### config.mk
export PLATFORM = sky130hd
export DESIGN_NAME = clap_sense_controller
export DESIGN_NICKNAME = d
export VERILOG_FILES = /design/src/rtl/clap_sense_controller.sv
export SDC_FILE = /design/constraint.sdc
export NUM_CORES = 1
export LEC_CHECK = 0
export ABC_AREA = 1
export ABC_CLOCK_PERIOD_IN_PS = 3800
export CAP_MARGIN = 10
export CORE_AREA = 2 2 139 141
export CTS_BUF_LIST = sky130_fd_sc_hd__clkbuf_8
export CTS_CLUSTER_DIAMETER = 60
export CTS_CLUSTER_SIZE = 24
export DETAILED_ROUTE_END_ITERATION = 12
export DIE_AREA = 0 0 141 143
export PLACE_DENSITY = 0.7
export SLEW_MARGIN = 25
export SYNTH_ARGS = -nofsm -noshare
export SYNTH_HDL_FRONTEND = slang
export SYNTH_SLANG_ARGS = --single-unit
### constraint.sdc
create_clock -name clock -period 3.8 [get_ports clock]
set_input_delay 0.38 -clock clock [delete_from_list [all_inputs] [get_ports clock]]
set_output_delay 0.38 -clock clock [all_outputs]
set_load 0.01 [all_outputs]
### src/rtl/clap_sense_controller.sv
// clap_sense_controller: calibrates the noise floor, publishes clap thresholds and gates the energy stream with a post-clap holdoff
module clap_sense_controller #(
    parameter int ENERGY_WIDTH    = 35,
    parameter int SUC_CLAPS_WIDTH = 16,
    parameter int CAL_LOG2        = 4,
    parameter int K_H_SHIFT       = 7,
    parameter int K_L_SHIFT       = 5,
    parameter int HOLDOFF_FRAMES  = 64,
    parameter int MIN_FLOOR       = 1
) (
    input  logic                       clock,
    input  logic                       reset,
    input  logic [ENERGY_WIDTH-1:0]    energy_in_data,
    input  logic                       energy_in_valid,
    output logic                       energy_in_ready,
    output logic [ENERGY_WIDTH-1:0]    energy_out_data,
    output logic                       energy_out_valid,
    input  logic                       energy_out_ready,
    input  logic [SUC_CLAPS_WIDTH-1:0] suc_claps_data,
    input  logic                       suc_claps_fire,
    input  logic                       recal_req,
    output logic [ENERGY_WIDTH-1:0]    thresh_high,
    output logic [ENERGY_WIDTH-1:0]    thresh_low,
    output logic                       config_valid,
    output logic                       state_calibrating,
    output logic                       state_holdoff
);
    localparam int AW = ENERGY_WIDTH + CAL_LOG2;
    localparam int HW = $clog2(HOLDOFF_FRAMES + 1);
    localparam logic [1:0] S_CAL   = 2'd0;
    localparam logic [1:0] S_ARMED = 2'd1;
    localparam logic [1:0] S_HOLD  = 2'd2;

    logic [1:0]                       r_state;
    logic [AW-1:0]                    r_acc;
    logic [CAL_LOG2-1:0]              r_cnt;
    logic [HW-1:0]                    r_hold;
    logic [ENERGY_WIDTH-1:0]          r_th;
    logic [ENERGY_WIDTH-1:0]          r_tl;
    logic                             r_cfg;
    logic                             r_pend;
    logic                             w_armed;
    logic                             w_accept;
    logic                             w_clap;
    logic                             w_svc;
    logic [AW-1:0]                    w_acc_nx;
    logic [ENERGY_WIDTH-1:0]          w_floor_raw;
    logic [ENERGY_WIDTH-1:0]          w_floor;
    logic [ENERGY_WIDTH+K_H_SHIFT-1:0] w_hi_wide;
    logic [ENERGY_WIDTH+K_L_SHIFT-1:0] w_lo_wide;
    logic [ENERGY_WIDTH-1:0]          w_th;
    logic [ENERGY_WIDTH-1:0]          w_tl;

    // Only ARMED passes frames through; CAL and HOLD swallow everything offered
    assign w_armed          = r_state == S_ARMED;
    assign energy_in_ready  = w_armed ? energy_out_ready : 1'b1;
    assign energy_out_valid = w_armed & energy_in_valid;
    assign energy_out_data  = w_armed ? energy_in_data : '0;
    assign w_accept         = energy_in_valid & energy_in_ready;
    assign w_clap           = suc_claps_fire & (|suc_claps_data);
    // Recalibration must not abandon a frame that is being offered downstream
    assign w_svc            = r_pend & (~w_armed | ~energy_in_valid | energy_out_ready);

    // Thresholds are derived from the sum including the frame accepted this cycle
    assign w_acc_nx    = r_acc + AW'(energy_in_data);
    assign w_floor_raw = w_acc_nx[AW-1:CAL_LOG2];
    assign w_floor     = (w_floor_raw < ENERGY_WIDTH'(MIN_FLOOR)) ? ENERGY_WIDTH'(MIN_FLOOR) : w_floor_raw;
    assign w_hi_wide   = {{K_H_SHIFT{1'b0}}, w_floor} << K_H_SHIFT;
    assign w_lo_wide   = {{K_L_SHIFT{1'b0}}, w_floor} << K_L_SHIFT;
    assign w_th        = (|w_hi_wide[ENERGY_WIDTH+K_H_SHIFT-1:ENERGY_WIDTH]) ? '1 : w_hi_wide[ENERGY_WIDTH-1:0];
    assign w_tl        = (|w_lo_wide[ENERGY_WIDTH+K_L_SHIFT-1:ENERGY_WIDTH]) ? '1 : w_lo_wide[ENERGY_WIDTH-1:0];

    assign thresh_high       = r_th;
    assign thresh_low        = r_tl;
    assign config_valid      = r_cfg;
    assign state_calibrating = r_state == S_CAL;
    assign state_holdoff     = r_state == S_HOLD;

    // Sequencer: recal service first, then per-state calibration, clap arming and holdoff counting
    always_ff @(posedge clock) begin
        if (reset) begin
            r_state <= S_CAL;
            r_acc   <= '0;
            r_cnt   <= '0;
            r_hold  <= '0;
            r_th    <= '0;
            r_tl    <= '0;
            r_cfg   <= 1'b0;
            r_pend  <= 1'b0;
        end else begin
            r_pend <= recal_req | (r_pend & ~w_svc);
            if (w_svc) begin
                r_state <= S_CAL;
                r_acc   <= '0;
                r_cnt   <= '0;
                r_hold  <= '0;
                r_cfg   <= 1'b0;
            end else if (r_state == S_CAL) begin
                if (w_accept) begin
                    r_acc <= w_acc_nx;
                    r_cnt <= r_cnt + 1'b1;
                    if (&r_cnt) begin
                        r_th    <= w_th;
                        r_tl    <= w_tl;
                        r_cfg   <= 1'b1;
                        r_acc   <= '0;
                        r_cnt   <= '0;
                        r_state <= S_ARMED;
                    end
                end
            end else if (r_state == S_ARMED) begin
                if (w_clap) begin
                    r_state <= S_HOLD;
                    r_hold  <= '0;
                end
            end else begin
                if (w_clap) begin
                    r_hold <= '0;
                end else if (w_accept) begin
                    r_hold <= r_hold + 1'b1;
                    if (r_hold == HW'(HOLDOFF_FRAMES - 1)) begin
                        r_hold  <= '0;
                        r_state <= S_ARMED;
                    end
                end
            end
        end
    end
endmodule

After elaboration in Yosys (flattened, before gate mapping)
Cells that the tools add are included.
{ "totals": {"regBits": 124, "in_bits": 57, "wordCells": 66} }
{ "classes": {"n_bitwise": 12, "reduce_logical": 14, "n_addsub": 3, "eq_ne": 8, "n_lt_le_gt_ge": 1, "mux": 20} }
{ "op_table": {"columns": ["cell", "n"], "rows": [
  ["35-bit 2-to-1 mux", 4],
  ["39-bit by 35-bit adder with 39-bit output", 1],
  ["39-bit 2-to-1 mux", 1],
  ["35-bit by 1-bit less-than comparator with 1-bit output (second input constant)", 1],
  ["7-bit 2-to-1 mux", 5],
  ["2-bit 2-to-1 mux", 8],
  ["16-bit OR reduction", 1],
  ["6-bit AND reduction", 2],
  ["7-bit by 1-bit adder with 7-bit output (second input constant)", 1],
  ["7-bit by 6-bit == test with 1-bit output (second input constant)", 1],
  ["7-bit AND reduction", 1],
  ["7-bit OR reduction", 1],
  ["2-bit by 1-bit != test with 1-bit output (second input constant)", 3],
  ["1-bit bitwise AND", 5],
  ["5-bit OR reduction", 1],
  ["4-bit by 1-bit adder with 4-bit output (second input constant)", 1],
  ["4-bit 2-to-1 mux", 1],
  ["1-bit inverter", 4],
  ["4-bit AND reduction", 1],
  ["2-bit nonzero test", 2],
  ["3-bit by 2-bit != test with 1-bit output (second input constant)", 1],
  ["3-bit != test (second input constant)", 1],
  ["1-bit bitwise OR", 3],
  ["3-bit AND reduction", 1],
  ["7 further kinds", 7]
]} }

Longest topological paths before layout
Gate-level depths: netlist of the first run.
{ "logic_depth": {"ltp_word": 8, "mapped_depth": 21} }

Worst setup path after synthesis of the first run
No wires, ideal clock.
{ "synth_timing": {"kind": "input to register", "startpoint": "in energy_in_data[0]", "endpoint": "reg r_tl[15], in the netlist thresh_low[15]", "t_required_ps": 3688, "slack_ps": 1173, "path_buffers": 1, "cell_stages": 19, "t_arrival_ps": 2515, "cell_sequence": "ha_1 inv_1 fa_1 inv_1 nand2_1 nand2_1 and2_1 nand3_2 nand3_2 nand2_1 nand2_1 nand2_1 nand2_2 nand3_4 nor3_4 inv_2 buf_6 o21ai_2 inv_1"} }
{ "synth_via": {"elab_chain_len": 5} }
{ "synth_lines": {"columns": ["item", "line", "rtl"], "rows": [
  ["start, declared", "13", "input logic [ENERGY_WIDTH-1:0] energy_in_data,"],
  ["39-bit by 35-bit adder with 39-bit output *", "65", "assign w_acc_nx = r_acc + AW'(energy_in_data);"],
  ["35-bit by 1-bit less-than comparator with 1-bit output", "67", "assign w_floor = (w_floor_raw < ENERGY_WIDTH'(MIN_FLOOR)) ? ENERGY_WIDTH'(MIN_FLOOR) : w_floor_raw;"],
  ["35-bit 2-to-1 mux *", "67", null],
  ["5-bit OR reduction", "71", "assign w_tl = (|w_lo_wide[ENERGY_WIDTH+K_L_SHIFT-1:ENERGY_WIDTH]) ? '1 : w_lo_wide[ENERGY_WIDTH-1:0];"],
  ["35-bit 2-to-1 mux *", "71", null],
  ["end signal, assigned", "104", "r_tl <= w_tl;"],
  ["end, declared", "39", "logic [ENERGY_WIDTH-1:0] r_tl;"]
]} }
Mark *: on every way between the ends. The rest lies on a longest branch, timed or not.
A chain may end at the register's enable or synchronous reset.

Final worst setup path of the first run
{ "layout_timing": {"startpoint": "in energy_in_data[0]", "endpoint": "reg r_tl[34], in the netlist thresh_low[34]"} }
The elaborated chain is that of the path after synthesis.

==> results.py, run 1 <==
metrics = {
    "status": {
        "status": "complete, no violations",
    },
    "finish": {
        "drive_gt1_frac": 0.08420,
        "finalNetCount": 1626,
        "regArea_mm2": 0.002282,
        "multi_input_comb_area_mm2": 0.004559,
        "syn2layout_area_growth_pct": 27.56,
        "antennaDiodeCount": 0,
        "fillers": 1979,
    },
    "power": {
        "internal_power_w": 0.002114,
        "p_sw_w": 0.001228,
        "power_leakage_nw": 5.393,
        "clkPwrFrac": 0.363,
        "seqPwrFrac": 0.375,
        "combPwrFrac": 0.262,
        "p_sw_frac": 0.3674,
        "power_w": 0.003342,
        "ir_drop_uv": 196.4,
        "powerDensity_mw_per_mm2": 323.2,
    },
    "placed_design": {
        "dpl.hpwl_um": 19970,
        "portBuffers": 166,
        "place_congestion": 0.9857,
    },
    "yosys": {
        "synthSimpleGateAreaFrac": 0.3852,
        "yosysUniqueCellTypes": 44,
        "synth.most_common_cell": "nand2_1",
        "syn_nets": 1472,
        "yosys-top-cells-count": "nand2_1 (403), inv_1 (242), nor2_1 (195)",
        "synth_xor_area_frac": 0.002160,
        "yosys_warnings": 0,
        "synth-compound-area-share": 0.1151,
        "synthCells": 1377,
        "synth_area_leaders": "dfxtp_1 (28%), nand2_1 (19%), inv_1 (11%), nor2_1 (9.0%), ha_1 (5.7%)",
        "synth.top_cell.area_share": 0.2815,
        "synth_top_family_by_area": "simple AND/OR/NAND/NOR gates",
        "async_flop_share": 0,
        "ys_ff_latch": 114,
        "synthAdderAreaFrac": 0.05957,
        "synth_ff_type": "dfxtp_1",
        "synth_seq_area_share": 0.2815,
        "synth-edff-count": 0,
        "muxShareOfSynthArea": 0,
        "avgSynthCellArea_um2": 5.888,
        "synth_area_leader_cell": "dfxtp_1",
        "syn_area_mm2": 0.008108,
    },
    "grt": {
        "grt.total_usage": 0.2529,
        "grt_pass1_vias": 7846,
        "grt_pass1_wl_um": 40160,
        "antenna_found_initial": 0,
        "overflow": 0,
        "grt_max_degree": 60,
    },
    "sta": {
        "final_max_slew_viol_count": 0,
        "slew-limit-headroom": 0.4248,
        "rsz0062_at_grt": "false",
        "max_freq_ghz": 0.3243,
        "fin_skew_ps": 18.12,
        "fin_crit_ps": 3084,
        "fin_crit_sh": 0.8115,
        "setup_viol": 0,
        "hold_viol": 0,
        "tns_ps": 0,
        "tightest_slew_ps": 861.5,
    },
    "clocking": {
        "cts.repair.resized": 0,
        "cts_root_buffer": "clkbuf_8",
        "path_clk_slew_ps": 80,
        "clkSinkCount": 114,
        "tritoncts": "yes",
        "clk_path_buf_depth": 2,
        "hold_buffers": 0,
        "cts_htree_levels": 4,
        "cts_setup_buffers": 0,
        "cts_buffers": 17,
        "worstSkewPairLatency_ps": 460,
    },
    "run": {
        "drv_cap": 0,
    },
    "drt": {
        "via_per_inst": 4.906,
        "avgRoutedWirePerCell_um": 14.22,
        "vias": 8722,
        "dr.pass1.iters": 8,
        "drt-initial-drc-count": 659,
        "routed_wl_um": 25280,
        "antenna_left": 0,
        "drcViolationCount": 0,
    },
    "worst_hold_path": {
        "hold_path_class": "reg -> reg",
        "hold_end": "r_hold[6]",
        "min_from": "r_hold[6]",
        "worstHoldPathCells": 2,
    },
    "critical_path": {
        "critPathTopFamily": "simple AND/OR/NAND/NOR gates",
        "r2r_end": "thresh_low[34]",
        "cp_slowest_cell": "clkdlybuf4s50_1",
        "start_kind": "input pin",
        "required_ps": 4130,
        "r2r_slack_ps": 810,
        "crit_chain": "clkdlybuf4s50_1 -> ha_1 -> inv_1 -> fa_1 -> inv_1 -> nand2_1 -> nand2_1 -> nand3_1 -> nand2_1 -> nand2_1 -> nand3_2 -> nand3_2 -> nand2_2 -> nand2_2 -> nand2_2 -> nand2_2 -> nor3_4 -> buf_4 -> nand2_1 -> o211ai_1 -> inv_1",
        "endpoint_kind": "flop",
        "cpMostUsedCell": "nand2_1",
        "r2r_cells": 20,
        "worstReg2RegStart": "r_acc[0]",
        "cp_max_fo": 17,
        "timing.critical_path.buf_inv": 5,
        "slowest_delay_ps": 490,
        "cp.arrival_ps": 3420,
        "critPathKind": "in -> reg",
    },
    "floorplanning": {
        "die-width_um": 141,
        "rows": 50,
        "initial_utilization": 0.4364,
        "io_pins": 167,
        "core_mm2": 0.01858,
        "die_area_mm2": 0.02016,
        "fp.dieH_um": 143,
    },
}
## metrics by stage
step                      cells  instance area (um^2)  setup WS (ps)  hold WS (ps)    util
final                      1778                 10340          716.1         447.2  0.5566
after global routing       1778                 10340          408.5         471.3  0.5566
after CTS                  1778                 10340          730.2         453.2  0.5566
after detailed placement   1746                  9935          274.0         440.1  0.5347
after global placement     1746                  9935          408.5         433.0  0.5347
after floorplan            1377                  8108           1173         421.5       -
## final cells by class
| type | instances | area share |
|---|---|---|
| flip-flops and latches | 114 | 0.2207 |
| multi-input cells | 943 | 0.4408 |
| inverters | 278 | 0.1009 |
| repair buffers | 177 | 0.1699 |
| clock buffers | 17 | 0.02262 |
| well taps | 234 | 0.02831 |
| clock inverters | 15 | 0.01682 |
## tightest hold or removal path: stages (launching register included)
cell and delay (ps):
dfxtp_1 310, nand2_1 60, a21oi_1 40
## logic make-up (layout without fill, tap and decap cells)
family,Yosys count,count (layout)
AND/OR/NAND/NOR,739,739
buffers and inverters,320,487
AO/OA/AOI/OAI,164,164
flip-flops,114,114
adder cells (fa/ha/maj),38,38
XOR/XNOR,2,2
## layer usage
layer	vias up	wire length (um)	global-route usage
met5	-	0	0
met2	310	11100	0.4015
li1	4520	-	-
met4	0	393	0.06316
met1	3867	11950	0.3546
met3	25	1832	0.04795
## worst max-delay path by stage
stage / from / cells after the start / end / slack [ps]
2_1_floorplan: energy_in_data[0] / 19 / thresh_low[15] / 1170
3_3_place_gp: energy_in_data[0] / 21 / thresh_high[10] / 410
3_5_place_dp: energy_in_data[0] / 21 / thresh_high[32] / 270
4_1_cts: energy_in_data[0] / 21 / thresh_low[34] / 730
5_1_grt: energy_in_data[0] / 21 / thresh_high[15] / 410
6_report: energy_in_data[0] / 21 / thresh_low[34] / 720
## placed cells by master, fill, tap and decap left out, drive strengths merged, types with 3 or more instances in the layout
master and n:
a211oi 3, a21oi 82, buf 11, clkbuf 17, clkdlybuf4s50 166, clkinv 10, dfxtp 114, ha 37
inv 280, nand2 417, nand3 67, nand3b 10, nand4 15, nor2 211, nor3 9, nor4 5
o211ai 18, o21ai 55
## flip-flops by register name, summed over array words and instances, names as in the netlist
signal        count
config_valid      1
r_acc            39
r_cnt             4
r_hold            7
r_pend            1
r_state           2
thresh_high      29
thresh_low       31
## power by group through the flow
stage	registers (W)	logic, W	clock network [W]
after floorplan	0.00127	0.000557	0
after global placement	0.00128	0.000854	0
after detailed placement	0.00128	0.000858	0
after CTS	0.00125	0.000861	0.00124
after global routing	0.00126	0.000972	0.00128
final	0.00125	0.000875	0.00121
Note: power is estimated with default switching activity, not from simulation.
==> run 2, diff against run 1 <==
--- a/config.mk
+++ b/config.mk
@@ -6,7 +6,7 @@
 export NUM_CORES = 1
 export LEC_CHECK = 0
 export ABC_AREA = 1
-export ABC_CLOCK_PERIOD_IN_PS = 3800
+export ABC_CLOCK_PERIOD_IN_PS = 3000
 export CAP_MARGIN = 10
 export CORE_AREA = 2 2 139 141
 export CTS_BUF_LIST = sky130_fd_sc_hd__clkbuf_8
==> constraint.sdc (replaced) <==
create_clock -name clock -period 3 [get_ports clock]
set_input_delay 0.3 -clock clock [delete_from_list [all_inputs] [get_ports clock]]
set_output_delay 0.3 -clock clock [all_outputs]
set_load 0.01 [all_outputs]
==> results.py, run 2 (synthesized netlist as in run 1, its figures left out) <==
metrics = {
    "sta": {
        "tns_ps": 0,
        "setup_viol": 0,
        "slew-limit-headroom": 0.4155,
        "tightest_slew_ps": 875.5,
        "fin_crit_sh": 0.9362,
        "rsz0062_at_grt": "false",
        "setup_slack_ps": 191.5,
        "max_freq_ghz": 0.3561,
        "hold_viol": 0,
        "hold_slack_ps": 368.1,
        "final_max_slew_viol_count": 0,
        "fin_skew_ps": 14.18,
        "fin_crit_ps": 2808,
    },
    "drt": {
        "vias": 9231,
        "drt-initial-drc-count": 572,
        "dr.pass1.iters": 5,
        "drcViolationCount": 0,
        "routed_wl_um": 26790,
        "antenna_left": 0,
        "avgRoutedWirePerCell_um": 13.91,
        "via_per_inst": 4.793,
    },
    "critical_path": {
        "critPathTopFamily": "simple AND/OR/NAND/NOR gates",
        "cpMostUsedCell": "nand2_1",
        "start_kind": "flop",
        "required_ps": 3360,
        "crit_chain": "ha_1 -> nand2_2 -> buf_4 -> nor2_1 -> nand3_1 -> nand3_1 -> nand2_1 -> nand2_1 -> nand2_1 -> nand2_1 -> nand2_1 -> nand2_1 -> nand4_1 -> buf_12 -> o21ai_0 -> inv_1",
        "cp_max_fo": 29,
        "timing.critical_path.buf_inv": 3,
        "slowest_delay_ps": 350,
        "cp.arrival_ps": 3170,
        "endpoint_kind": "flop",
        "cp_slowest_cell": "dfxtp_1",
        "r2r_slack_ps": 190,
        "r2r_cells": 16,
        "crit_cells": 16,
        "critPathKind": "reg -> reg",
    },
    "power": {
        "power_leakage_nw": 6.097,
        "power_w": 0.004470,
        "powerDensity_mw_per_mm2": 390.6,
        "ir_drop_uv": 276.8,
    },
    "worst_hold_path": {
        "hold_path_class": "in -> reg",
        "worstHoldPathCells": 3,
    },
    "clocking": {
        "worstSkewPairLatency_ps": 470,
        "path_clk_slew_ps": 90,
        "clk_path_buf_depth": 2,
        "cts_root_buffer": "clkbuf_8",
        "clkSinkCount": 114,
        "cts_buffers": 17,
        "hold_buffers": 0,
        "tritoncts": "yes",
        "cts_htree_levels": 4,
    },
    "finish": {
        "final_cell_mix": "nand2_1 (403), inv_1 (242), nor2_1 (193)",
        "final_common_cell": "nand2_1",
        "largest-register": "r_acc",
        "finalNetCount": 1774,
        "syn2layout_area_growth_pct": 41.14,
        "fin_area_mm2": 0.01144,
        "drive_gt1_frac": 0.1655,
        "largest_reg_flops": 39,
        "antennaDiodeCount": 0,
    },
    "placed_design": {
        "place_area_mm2": 0.01106,
        "place_ws_ps": -198.0,
        "dpl.hpwl_um": 21540,
        "place_congestion": 0.9727,
        "portBuffers": 166,
    },
    "status": {
        "status": "complete, no violations",
    },
    "run": {
        "drv_cap": 0,
    },
    "grt": {
        "grt_max_degree": 61,
        "overflow": 0,
        "grt_pass1_wl_um": 43030,
        "antenna_found_initial": 0,
        "grt.total_usage": 0.2702,
        "grt_pass1_vias": 8627,
    },
    "floorplanning": {
        "fp.dieH_um": 143,
        "die_area_mm2": 0.02016,
        "io_pins": 167,
        "die-width_um": 141,
        "initial_utilization": 0.4364,
        "core_mm2": 0.01858,
        "rows": 50,
    },
}
run 2: per-stage QoR:
step	utilization	std cells
5_1_grt	0.6159	1926
3_5_place_dp	0.5952	1894
3_3_place_gp	0.5952	1894
4_1_cts	0.6157	1926
6_report	0.6159	1926
2_1_floorplan	-	1377
run 2: path summary, 6_finish.rpt:
kind / from / endpoint
worst max-delay path: r_acc[6] / thresh_high[28]
worst max register to register: r_acc[6] / thresh_high[28]
worst min-delay path: recal_req / r_pend
worst min register to register: r_hold[6] / r_hold[6]
run 2: metal layers:
layer | global-route usage | part of all wire | vias up
met5 | 0 | 0 | -
met4 | 0.08947 | 0.023 | 0
met3 | 0.04628 | 0.060 | 43
met2 | 0.4290 | 0.43 | 280
met1 | 0.3734 | 0.48 | 4082
li1 | - | - | 4826
run 2: repair_timing:
action | CTS | global route
setup endpoints to repair | 0 | 17
gates resized for setup | 0 | 11
setup buffers | 0 | 0
run 2: worst min-delay path, delay by kind of cell:
family          cells  cell delay, ps
compound gates      1              50
buf+inv             2             440
run 2: final cells by class:
class / instances / area [um^2]
fillers: 1806 / 7137
multi-input cells: 943 / 4562
repair buffers: 325 / 2880
flip-flops and latches: 114 / 2283
inverters: 278 / 1044
well taps: 234 / 292.8
clock buffers: 17 / 234.0
clock inverters: 15 / 147.6
run 2: power by group:
group          internal (W)  total [W]  switching, W  leakage, nW
Sequential          0.00156    0.00159     0.0000320        0.924
Clock              0.000676    0.00145      0.000777        0.192
Combinational      0.000611    0.00143      0.000816         4.98
Total               0.00284    0.00447       0.00163         6.10
==> run 3, diff against run 2 <==
--- a/config.mk
+++ b/config.mk
@@ -8,13 +8,13 @@
 export ABC_AREA = 1
 export ABC_CLOCK_PERIOD_IN_PS = 3000
 export CAP_MARGIN = 10
-export CORE_AREA = 2 2 139 141
+export CORE_AREA = 2 2 147 134
 export CTS_BUF_LIST = sky130_fd_sc_hd__clkbuf_8
 export CTS_CLUSTER_DIAMETER = 60
 export CTS_CLUSTER_SIZE = 24
 export DETAILED_ROUTE_END_ITERATION = 12
-export DIE_AREA = 0 0 141 143
-export PLACE_DENSITY = 0.7
+export DIE_AREA = 0 0 149 136
+export PLACE_DENSITY = 0.69
 export SLEW_MARGIN = 25
 export SYNTH_ARGS = -nofsm -noshare
 export SYNTH_HDL_FRONTEND = slang
==> results.py, run 3 (synthesized netlist as in run 1, its figures left out) <==
metrics = {
    "status": {
        "status": "complete, no violations",
    },
    "grt": {
        "grt_pass1_wl_um": 42480,
        "overflow": 0,
        "grt_max_degree": 61,
        "grt_pass1_vias": 8332,
        "antenna_found_initial": 0,
        "grt.total_usage": 0.2685,
    },
    "finish": {
        "fin_area_mm2": 0.01137,
        "fillers": 1909,
        "antennaDiodeCount": 0,
        "syn2layout_area_growth_pct": 40.29,
        "fin_util": 0.6032,
        "largest_reg_flops": 39,
        "final_common_cell": "nand2_1",
        "largest-register": "r_acc",
        "regArea_mm2": 0.002282,
        "drive_gt1_frac": 0.1609,
        "finalNetCount": 1767,
        "multi_input_comb_area_mm2": 0.004569,
        "final_cell_mix": "nand2_1 (403), inv_1 (243), nor2_1 (194)",
    },
    "critical_path": {
        "r2r_end": "thresh_high[6]",
        "cp_max_fo": 29,
        "slowest_delay_ps": 490,
        "crit_chain": "clkdlybuf4s50_1 -> ha_1 -> inv_1 -> fa_1 -> inv_1 -> nand2_1 -> nand2_1 -> nand3_1 -> nand2_1 -> nand3_1 -> nand3_1 -> nand2_1 -> nand2_1 -> xor2_2 -> inv_1 -> nand4_1 -> buf_12 -> o211ai_1 -> inv_1",
        "r2r_cells": 18,
        "cp.arrival_ps": 3190,
        "start_kind": "input pin",
        "endpoint_kind": "flop",
        "required_ps": 3390,
        "r2r_slack_ps": 200,
        "cp_slowest_cell": "clkdlybuf4s50_1",
        "cpMostUsedCell": "nand2_1",
        "critPathKind": "in -> reg",
        "worstReg2RegStart": "r_acc[0]",
    },
    "worst_hold_path": {
        "min_from": "recal_req",
        "hold_end": "r_pend",
        "hold_path_class": "in -> reg",
        "worstHoldPathCells": 3,
    },
    "sta": {
        "tightest_slew_ps": 859.1,
        "fin_crit_ps": 2802,
        "max_freq_ghz": 0.3569,
        "fin_skew_ps": 22.25,
        "slew-limit-headroom": 0.4264,
        "final_max_slew_viol_count": 0,
        "hold_viol": 0,
        "setup_viol": 0,
        "rsz0062_at_grt": "true",
        "fin_crit_sh": 0.9341,
    },
    "placed_design": {
        "place_area_mm2": 0.01101,
        "dpl.hpwl_um": 21510,
        "place_congestion": 0.9892,
        "portBuffers": 166,
    },
    "clocking": {
        "path_clk_slew_ps": 70,
        "clkSinkCount": 114,
        "cts_buffers": 17,
        "cts_root_buffer": "clkbuf_8",
        "tritoncts": "yes",
        "clk_path_buf_depth": 2,
        "cts_htree_levels": 4,
        "worstSkewPairLatency_ps": 460,
    },
    "floorplanning": {
        "die_area_mm2": 0.02026,
        "core_mm2": 0.01886,
        "io_pins": 167,
        "initial_utilization": 0.4299,
        "rows": 48,
        "die-width_um": 149,
        "fp.dieH_um": 136,
    },
    "drt": {
        "drcViolationCount": 0,
        "via_per_inst": 4.765,
        "routed_wl_um": 26990,
        "antenna_left": 0,
        "vias": 9216,
        "dr.pass1.iters": 5,
        "avgRoutedWirePerCell_um": 13.96,
        "drt-initial-drc-count": 571,
    },
    "power": {
        "power_leakage_nw": 6.051,
        "ir_drop_uv": 264.3,
        "powerDensity_mw_per_mm2": 387.7,
    },
    "run": {
        "drv_cap": 0,
    },
}
[run 3: worst max-delay path by stage]
stage	from	end	slack, ps
global placement	energy_in_data[0]	thresh_high[6]	-320
CTS	r_acc[0]	thresh_high[6]	90
floorplan	r_acc[0]	thresh_low[15]	440
detailed placement	energy_in_data[0]	thresh_high[6]	-360
global route	r_acc[0]	thresh_low[29]	-2
finish	energy_in_data[0]	thresh_high[6]	200
[run 3: repair_timing]
action,CTS,global route
hold buffers,0,0
endpoints found under the setup margin,0,31
gates resized for setup,0,6
setup buffers,0,1
[run 3: per-stage QoR]
| stage | hold slack (ps) | TNS (ps) | std cells | worst slack, ps | total power (W) |
|---|---|---|---|---|---|
| CTS | 370.4 | 0 | 1933 | 94.35 | 0.004407 |
| floorplan | 421.5 | 0 | 1377 | 435.8 | 0.002317 |
| global route | 415.6 | -2.105 | 1934 | -2.105 | 0.004649 |
| detailed placement | 432.1 | -13730 | 1902 | -359.7 | 0.003019 |
| finish | 394.6 | 0 | 1934 | 197.7 | 0.004410 |
| global placement | 432.8 | -11380 | 1902 | -323.4 | 0.003011 |
[run 3: cell type report]
cell class              instances  share of cell area
clock buffers                  17             0.02057
flip-flops and latches        114              0.2006
clock inverters                14             0.01034
multi-input cells             943              0.4017
inverters                     278             0.09174
repair buffers                318              0.2475
well taps                     250             0.02750
[run 3: power breakdown]
group          switching (W)  internal, W
clock               0.000745     0.000646
sequential         0.0000331      0.00156
combinational       0.000816     0.000612
total                0.00159      0.00282
[run 3: worst max-delay path: cells and delay by family]
| kind | cells | cell delay (ps) |
|---|---|---|
| simple gates | 9 | 990 |
| buf+inv | 6 | 990 |
| fa+ha+maj | 2 | 540 |
| xor+xnor | 1 | 240 |
| compound gates | 1 | 110 |
[run 3: metal layers]
metal	vias up	track usage	routed length (um)
met5	-	0	0
li1	4808	-	-
met3	39	0.04329	1654
met4	0	0.08307	630
met2	289	0.4104	11340
met1	4080	0.3866	13360
